`src/rtl/mdu_pkg.sv`:
```
// Shared encodings and defaults for the multiply/divide unit.
// Op codes mirror the decoder's md-class field; cycle counts fit a 5-bit counter.
package mdu_pkg;

  typedef enum logic [1:0] {
    MD_MULT  = 2'b00,
    MD_MULTU = 2'b01,
    MD_DIV   = 2'b10,
    MD_DIVU  = 2'b11
  } md_op_e;

  typedef enum logic {
    IDLE = 1'b0,
    RUN  = 1'b1
  } state_e;

  localparam int CNT_W           = 5;
  localparam int MULT_CYCLES_DEF = 5;
  localparam int DIV_CYCLES_DEF  = 10;

  function automatic logic op_is_div(input logic [1:0] op);
    return (op == MD_DIV) || (op == MD_DIVU);
  endfunction

  function automatic logic op_is_signed(input logic [1:0] op);
    return (op == MD_MULT) || (op == MD_DIV);
  endfunction

endpackage

```
`src/rtl/mdu_calc.sv`:
```
// Combinational 32x32 multiply / divide producing {hi,lo}; flags divide by zero.
// Works on magnitudes so signed div truncates toward zero and MIN/-1 yields MIN, rem 0.
module mdu_calc
  import mdu_pkg::*;
(
  input  logic [1:0]  op,
  input  logic [31:0] a,
  input  logic [31:0] b,
  output logic [63:0] result,
  output logic        div0
);

  logic        w_is_div;
  logic        w_signed;
  logic        w_a_neg;
  logic        w_b_neg;
  logic        w_b_zero;
  logic [31:0] w_a_mag;
  logic [31:0] w_b_mag;
  logic [31:0] w_b_safe;
  logic [31:0] w_q_mag;
  logic [31:0] w_r_mag;
  logic [31:0] w_q;
  logic [31:0] w_r;
  logic [63:0] w_p_mag;
  logic [63:0] w_p;

  assign w_is_div = op_is_div(op);
  assign w_signed = op_is_signed(op);
  assign w_a_neg  = w_signed & a[31];
  assign w_b_neg  = w_signed & b[31];
  assign w_b_zero = (b == 32'd0);

  // -0x80000000 wraps to 0x80000000, which is the correct unsigned magnitude
  assign w_a_mag  = w_a_neg ? (32'd0 - a) : a;
  assign w_b_mag  = w_b_neg ? (32'd0 - b) : b;
  assign w_b_safe = w_b_zero ? 32'd1 : w_b_mag;

  assign w_q_mag  = w_a_mag / w_b_safe;
  assign w_r_mag  = w_a_mag % w_b_safe;
  assign w_q      = (w_a_neg ^ w_b_neg) ? (32'd0 - w_q_mag) : w_q_mag;
  assign w_r      = w_a_neg ? (32'd0 - w_r_mag) : w_r_mag;

  assign w_p_mag  = {32'd0, w_a_mag} * {32'd0, w_b_mag};
  assign w_p      = (w_a_neg ^ w_b_neg) ? (64'd0 - w_p_mag) : w_p_mag;

  assign result   = w_is_div ? {w_r, w_q} : w_p;
  assign div0     = w_is_div & w_b_zero;

endmodule

```
`src/rtl/mdu_hilo.sv`:
```
// HI/LO register pair with a fixed-latency multiply/divide sequencer for the EX stage.
// busy is high exactly N cycles after start; hi/lo update on the edge busy falls.
module mdu_hilo
  import mdu_pkg::*;
#(
  parameter int MULT_CYCLES = MULT_CYCLES_DEF,
  parameter int DIV_CYCLES  = DIV_CYCLES_DEF
) (
  input  logic        clk,
  input  logic        rst_n,
  input  logic        start,
  input  logic [1:0]  op,
  input  logic [31:0] a,
  input  logic [31:0] b,
  input  logic        hien,
  input  logic        loen,
  output logic        busy,
  output logic [31:0] hi,
  output logic [31:0] lo
);

  localparam logic [CNT_W-1:0] LP_MULT_N = CNT_W'(MULT_CYCLES);
  localparam logic [CNT_W-1:0] LP_DIV_N  = CNT_W'(DIV_CYCLES);

  state_e           r_state;
  logic [CNT_W-1:0] r_cnt;
  logic [63:0]      r_pend;
  logic             r_pend_div0;
  logic             r_busy;
  logic [31:0]      r_hi;
  logic [31:0]      r_lo;

  logic [63:0]      w_result;
  logic             w_div0;

  mdu_calc u_calc (
    .op     (op),
    .a      (a),
    .b      (b),
    .result (w_result),
    .div0   (w_div0)
  );

  // Result is computed at start and held; the counter only models latency.
  always_ff @(posedge clk or negedge rst_n) begin
    if (!rst_n) begin
      r_state     <= IDLE;
      r_cnt       <= '0;
      r_pend      <= '0;
      r_pend_div0 <= 1'b0;
      r_busy      <= 1'b0;
      r_hi        <= '0;
      r_lo        <= '0;
    end else begin
      case (r_state)
        IDLE: begin
          if (start) begin
            r_pend      <= w_result;
            r_pend_div0 <= w_div0;
            r_cnt       <= op_is_div(op) ? LP_DIV_N : LP_MULT_N;
            r_busy      <= 1'b1;
            r_state     <= RUN;
          end else begin
            if (hien) r_hi <= a;
            if (loen) r_lo <= a;
          end
        end
        RUN: begin
          r_cnt <= r_cnt - 1'b1;
          if (r_cnt == CNT_W'(1)) begin
            r_busy  <= 1'b0;
            r_state <= IDLE;
            if (!r_pend_div0) begin
              r_hi <= r_pend[63:32];
              r_lo <= r_pend[31:0];
            end
          end
        end
        default: begin
          r_busy  <= 1'b0;
          r_state <= IDLE;
        end
      endcase
    end
  end

  assign busy = r_busy;
  assign hi   = r_hi;
  assign lo   = r_lo;

endmodule

```
`config.mk`:
```
export PLATFORM = sky130hd
export DESIGN_NAME = mdu_hilo
export DESIGN_NICKNAME = d
export VERILOG_FILES = /design/src/rtl/mdu_pkg.sv /design/src/rtl/mdu_calc.sv /design/src/rtl/mdu_hilo.sv
export SDC_FILE = /design/constraint.sdc
export NUM_CORES = 2
export LEC_CHECK = 0
export CAP_MARGIN = 20
export CELL_PAD_IN_SITES_DETAIL_PLACEMENT = 1
export CELL_PAD_IN_SITES_GLOBAL_PLACEMENT = 2
export CORE_ASPECT_RATIO = 1.2
export CORE_MARGIN = 3
export CORE_UTILIZATION = 30
export CTS_BUF_LIST = sky130_fd_sc_hd__clkbuf_8 sky130_fd_sc_hd__clkbuf_16
export DETAILED_ROUTE_END_ITERATION = 8
export PLACE_DENSITY = 0.72
export SYNTH_ARGS = -nofsm -noshare
export SYNTH_HDL_FRONTEND = slang
export SYNTH_SLANG_ARGS = --single-unit
```
`constraint.sdc`:
```
create_clock -name clk -period 4.2 [get_ports clk]
set_input_delay 0.42 -clock clk [delete_from_list [all_inputs] [get_ports clk]]
set_output_delay 0.42 -clock clk [all_outputs]
set_load 0.05 [all_outputs]
```
---- Word level (Yosys, flattened, before mapping) ----
Index checks and enable logic that the tools add are counted.
storage, ports and cells
  bits of input ports ..................... 71
  register bits ........................... 136
operators by class
  multiplexer cells ....................... 26
  add/sub/neg operators ................... 6
  bitwise gates (word level) .............. 5
  eq/ne operators ......................... 9
  reductions and logical operators ........ 8
  div/mod/pow operators ................... 2
  multipliers ............................. 1
operators with widths
  cell                     number
  $mux W32                 13
  $mux W64                 2
  $pmux W32 S2             2
  $sub A1 B32 Y32 const A  4
  $mul A32 B32 Y64         1
  $sub A1 B64 Y64 const A  1
  $div A32 B32 Y32         1
  $logic_not A32 Y1        1
  $mod A32 B32 Y32         1
  $ne A2 B2 Y1 const B     5
  $pmux W5 S2              1
  $reduce_and A4 Y1        2
  $eq A5 B1 Y1 const B     1
  $mux W5                  1
  $sub A5 B1 Y5 const B    1
  $eq A2 B2 Y1 const B     2
  $mux W1                  4
  $mux W4                  1
  $pmux W1 S2              2
  $reduce_and A2 Y1        2
  $and A1 B1 Y1            3
  $logic_not A2 Y1         1
  $logic_or A1 B1 Y1       2
  $ne A2 B1 Y1 const B     1
  other kinds (2)          2

---- Logic depth before layout (Yosys ltp) ----
  word-level depth ........................ 9
  depth in mapped cells ................... 385

---- Hierarchy ----
Synthesis repeated with hierarchy kept, for this count alone.
unflattened totals
  cells, all modules ...................... 9973
  area total of the unflattened synthesis .. 75351.0 um2
by module, submodules not included
  module    cells an instance  sequential area each (um2)  instances  area an instance (um2)
  mdu_calc  9486               0.0                         1          69330.2
  mdu_hilo  487                3403.3                      1          6020.8

---- Least setup slack after synthesis ----
OpenSTA, ideal clock, no wires.
  kind .................................... input to register
  start point ............................. input a[20]
  end point ............................... register r_pend[56]
  setup time .............................. 118 ps
  data required time ...................... 4082 ps
  slack ................................... -74357 ps
  data arrival time ....................... 78439 ps
  buffers on the path ..................... 62
  cell stages on the path ................. 356
  cells stage by stage .................... or4_1 -> or3_1 -> or4_1 -> nor4_1 -> a21oi_1 -> nand2b_1 -> inv_1 -> buf_1 -> ha_1 -> o21ai_0 -> nor3_1 -> o21ai_0 -> ha_1 -> o21ai_0 -> nand2b_1 -> nand3_1 -> nor3_1 -> a21oi_1 -> (+320 left out) -> a21o_1 -> clkbuf_1 -> buf_1 -> clkbuf_1 -> clkbuf_1 -> clkbuf_1 -> nand2_1 -> o21ai_0 -> ha_1 -> nand2_1 -> nor3_1 -> and2_1 -> nand4_1 -> nor3_2 -> nand2_1 -> a21o_1 -> a21oi_1 -> nor2_1
between the ends
  cells in the longest elaborated chain, start to end .. 6
  elaborated cells between the ends (all ways) .. 9
  those cells by class .................... add/sub (3); mul (1); div (1); mux (4)
RTL lines
  item                                                  RTL line                        source
  start: declaration                                    mdu_hilo.sv:13                  input logic [31:0] a,
  $sub A1 B32 Y32                                       mdu_calc.sv:35                  assign w_a_mag = w_a_neg ? (32'd0 - a) : a;
  $mux W32 *                                            mdu_calc.sv:35
  $mod A32 B32 Y32 or $mul A32 B32 Y64 (tied branches)  mdu_calc.sv:40, mdu_calc.sv:44
  $sub A1 B32 Y32 or $sub A1 B64 Y64 (tied branches)    mdu_calc.sv:42, mdu_calc.sv:45
  $mux W32 or $mux W64 (tied branches)                  mdu_calc.sv:42, mdu_calc.sv:45
  $mux W64 *                                            mdu_calc.sv:47                  assign result = w_is_div ? {w_r, w_q} : w_p;
  end signal: assignment                                mdu_hilo.sv:58                  r_pend <= w_result;
  end: declaration                                      mdu_hilo.sv:27                  logic [63:0] r_pend;
Every way passes the cells marked *; elsewhere a longest branch is shown, timed or not.
A chain may end at the register's enable or synchronous reset.

---- Worst setup path after layout ----
  start point ............................. input b[9]
  end point ............................... register r_pend[63]
between the ends
  cells in the longest elaborated chain, start to end .. 7
  elaborated cells between the ends (all ways) .. 11
  those cells by class .................... add/sub (3); mul (1); div (1); mux (5); reduce/logical (1)
RTL lines
  item                RTL line        source
  start: declaration  mdu_hilo.sv:14  input logic [31:0] b,
  $sub A1 B32 Y32     mdu_calc.sv:36  assign w_b_mag = w_b_neg ? (32'd0 - b) : b;
  $mux W32            mdu_calc.sv:36
  $mux W32            mdu_calc.sv:37  assign w_b_safe = w_b_zero ? 32'd1 : w_b_mag;
  $mod A32 B32 Y32    mdu_calc.sv:40  assign w_r_mag = w_a_mag % w_b_safe;
  $sub A1 B32 Y32     mdu_calc.sv:42  assign w_r = w_a_neg ? (32'd0 - w_r_mag) : w_r_mag;
  $mux W32            mdu_calc.sv:42
  $mux W64 *          mdu_calc.sv:47
Marked as above.

==> reports/metrics.yaml <==
floorplan:
  io_pins: 136
  fp-row-count: 198
  core_region_area_um2: 243000
  dieArea_um2: 250000
  initial_utilization_pct: 30.2
  die_h_um: 547
  die_w_um: 457
detailed_routing:
  detail-route-antenna-nets: 0
  wl_per_cell_um: 29.9
  vias: 90625
  first_pass_iters: 6
  vias_per_cell: 5.48
  wirelength_um: 495000
  drt_iter0_markers: 5605
  post-route-drc-count: 0
logic_synthesis:
  seq_area_frac_synth_pct: 4.65
  synth_area_leaders: "fa_1 (25%), ha_1 (14%), nand2_1 (8.3%)"
  ys_top_cells_by_count: "nand2_1 (1624), inv_1 (1175), nor2_1 (916), fa_1 (897), ha_1 (799)"
  yosysWarnings: 0
  syn_nets: 11604
  syn_inst: 9837
  ys_ff_latch: 136
  yosysMostFrequentCell: "nand2_1"
  synth_top_cell_by_area: "fa_1"
  synth_edf_count: 0
  synth_cell_types: 116
  synth_top_flop_cell: "dfrtp_1"
  postSynthAreaPerCell_um2: 7.44
  yosysTopAreaCellShare_pct: 24.5
  netlist_area_um2: 73200
  async_reset_ff_share_pct: 100
worst_setup_path:
  critPathBufInv: 63
  cp-startpoint: "b[9]"
  crit_family: "compound AO/OA/AOI/OAI gates"
  slowest_stage: "or4_4"
  crit_cells: 356
  critPathArrivalTime_ns: 67.00
  startpoint_type: "input pin"
  reg2reg_to: "r_pend[6]"
  cpMostUsedCell: "buf_4"
  max_stage_delay_ns: 0.55
  cp.required_ns: 4.58
  critPathMaxFanout: 15
  worstRegToRegCells: 4
  r2r-start: "r_state"
  crit_type: "input pin to flip-flop"
  endpoint_kind: "flip-flop"
  rrSetupSlack_ns: 1.97
  crit_end: "r_pend[63]"
clock_network:
  cts_tree: "yes"
  htreeDepth: 4
  ctsHoldBuffers: 0
  path_clk_slew_ns: 0.07
  clock_sinks: 136
  clock_path_buffers: 2
  clk_latency_ns: 0.46
  cts_buffers: 17
  cts-root-buf: "clkbuf_16"
placed_design:
  placedCellCount: 16117
  gp_congestion: 1.05
  place.port_buffers: 135
  dp_hpwl_um: 408000
final_layout:
  nets: 15077
  instances_no_fill: 16544
  syn_to_final_growth_pct: 55.5
  drive_gt1_share_pct: 36.7
  final_util_pct: 46.9
min_path:
  worstHoldPathType: "input pin to asynchronous set/reset pin"
grt:
  grt_pass1_vias: 99062
  grt_pass1_wl_um: 697000
  antenna_found_initial: 47
  grt-ovfl-total: 0
  grt_use_total_pct: 38.4
  grt_max_degree: 106
timing:
  max-slew-margin-rel_pct: 25.9
  timing.final.ws_setup_ns: -62.42
  post-route-min-period_ns: 66.62
  fin_skew_ns: 0.0112
  fmax_mhz: 15.0
  worstMarginPinSlew_ns: 1.11
  setup-violations-final: 64
  slew_viol_final: 0
  finalHoldViolCount: 0
  fin_crit_sh_pct: 1590
  rsz0062_at_grt: "true"
run:
  drv_cap: 0
outcome:
  violations: "setup timing"
  outcome: "finished, violations left"
cells in the final DEF (no fill, tap or decap), drive strengths merged, types with 67 or more instances in the layout:
cell,count
a21o,172
a21oi,675
a31oi,130
buf,3723
clkdlybuf4s50,100
dfrtp,136
fa,897
ha,799
inv,1188
nand2,1624
nand2b,69
nand3,146
nand4,85
nor2,919
nor2b,97
nor3,196
o211ai,67
o21a,123
o21ai,500
or3,70
xnor2,358
xor2,241
sequential cells by signal, indices dropped and copies added, names as in the netlist:
register	flops
r_state	1
r_pend	64
r_pend_div0	1
lo	32
busy	1
r_cnt	5
hi	32
repair_timing:
| item | 4_1_cts | 5_1_grt |
|---|---|---|
| gates resized for setup | 524 | 610 |
| buffers inserted | 145 | 223 |
| gates cloned | 6 | 6 |
| endpoints found under the setup margin | 64 | 64 |
| pin swaps | 240 | 413 |
worst min-delay path by stage:
stage | start | endpoint | slack (ns) | cells after the start
3_3_place_gp | r_pend[43] | r_pend[43] | 0.45 | 2
2_1_floorplan | rst_n | busy | 0.12 | 0
5_1_grt | rst_n | hi[7] | 0.09 | 1
6_report | rst_n | hi[7] | 0.05 | 1
3_5_place_dp | r_pend[43] | r_pend[43] | 0.47 | 2
4_1_cts | rst_n | r_pend_div0 | 0.06 | 1
stage by stage:
step / setup WS [ns] / setup TNS (ns) / area, um^2 / hold WS, ns
6_report: -62.42 / -3947.18 / 114000 / 0.0507
3_3_place_gp: -68.73 / -4343.42 / 105000 / 0.454
2_1_floorplan: -60.54 / -3827.48 / 75600 / 0.124
4_1_cts: -62.76 / -3974.24 / 109000 / 0.0588
3_5_place_dp: -70.08 / -4433.47 / 105000 / 0.468
5_1_grt: -64.75 / -4095.43 / 114000 / 0.0894
logic make-up (layout without fill, tap and decap cells):
kind of cell             count (synthesis)  count (layout)  synth area share (%)
AND/OR/NAND/NOR                       3547            3547                  21.7
AO/OA/AOI/OAI                         2185            2185                  18.9
adder cells (fa/ha/maj)               1696            1696                  38.2
buffers and inverters                 1608            5094                  8.34
XOR/XNOR                               599             599                  7.19
flip-flops                             136             136                  4.65
multiplexers                            66              66                 0.966
other                                    0              21                     0
routing by layer:
metal	GRT usage, %	wire length [um]	vias up
met5	0	149	-
met2	65.1	233000	3068
met1	40.7	177000	46055
met3	5.70	24600	1560
li1	-	-	39922
met4	36.9	60000	20
final cells by class:
cell class	instances	area, um^2
clock inverters	14	140
fillers	29363	129000
well taps	3200	4000
diodes	21	52.6
flip-flops and latches	136	3410
repair buffers	3864	30700
clock buffers	18	439
multi-input cells	8093	70500
inverters	1198	4520
Power is not shown: default switching activity piles up to over one toggle a cycle in this logic, so the estimate is an artifact.
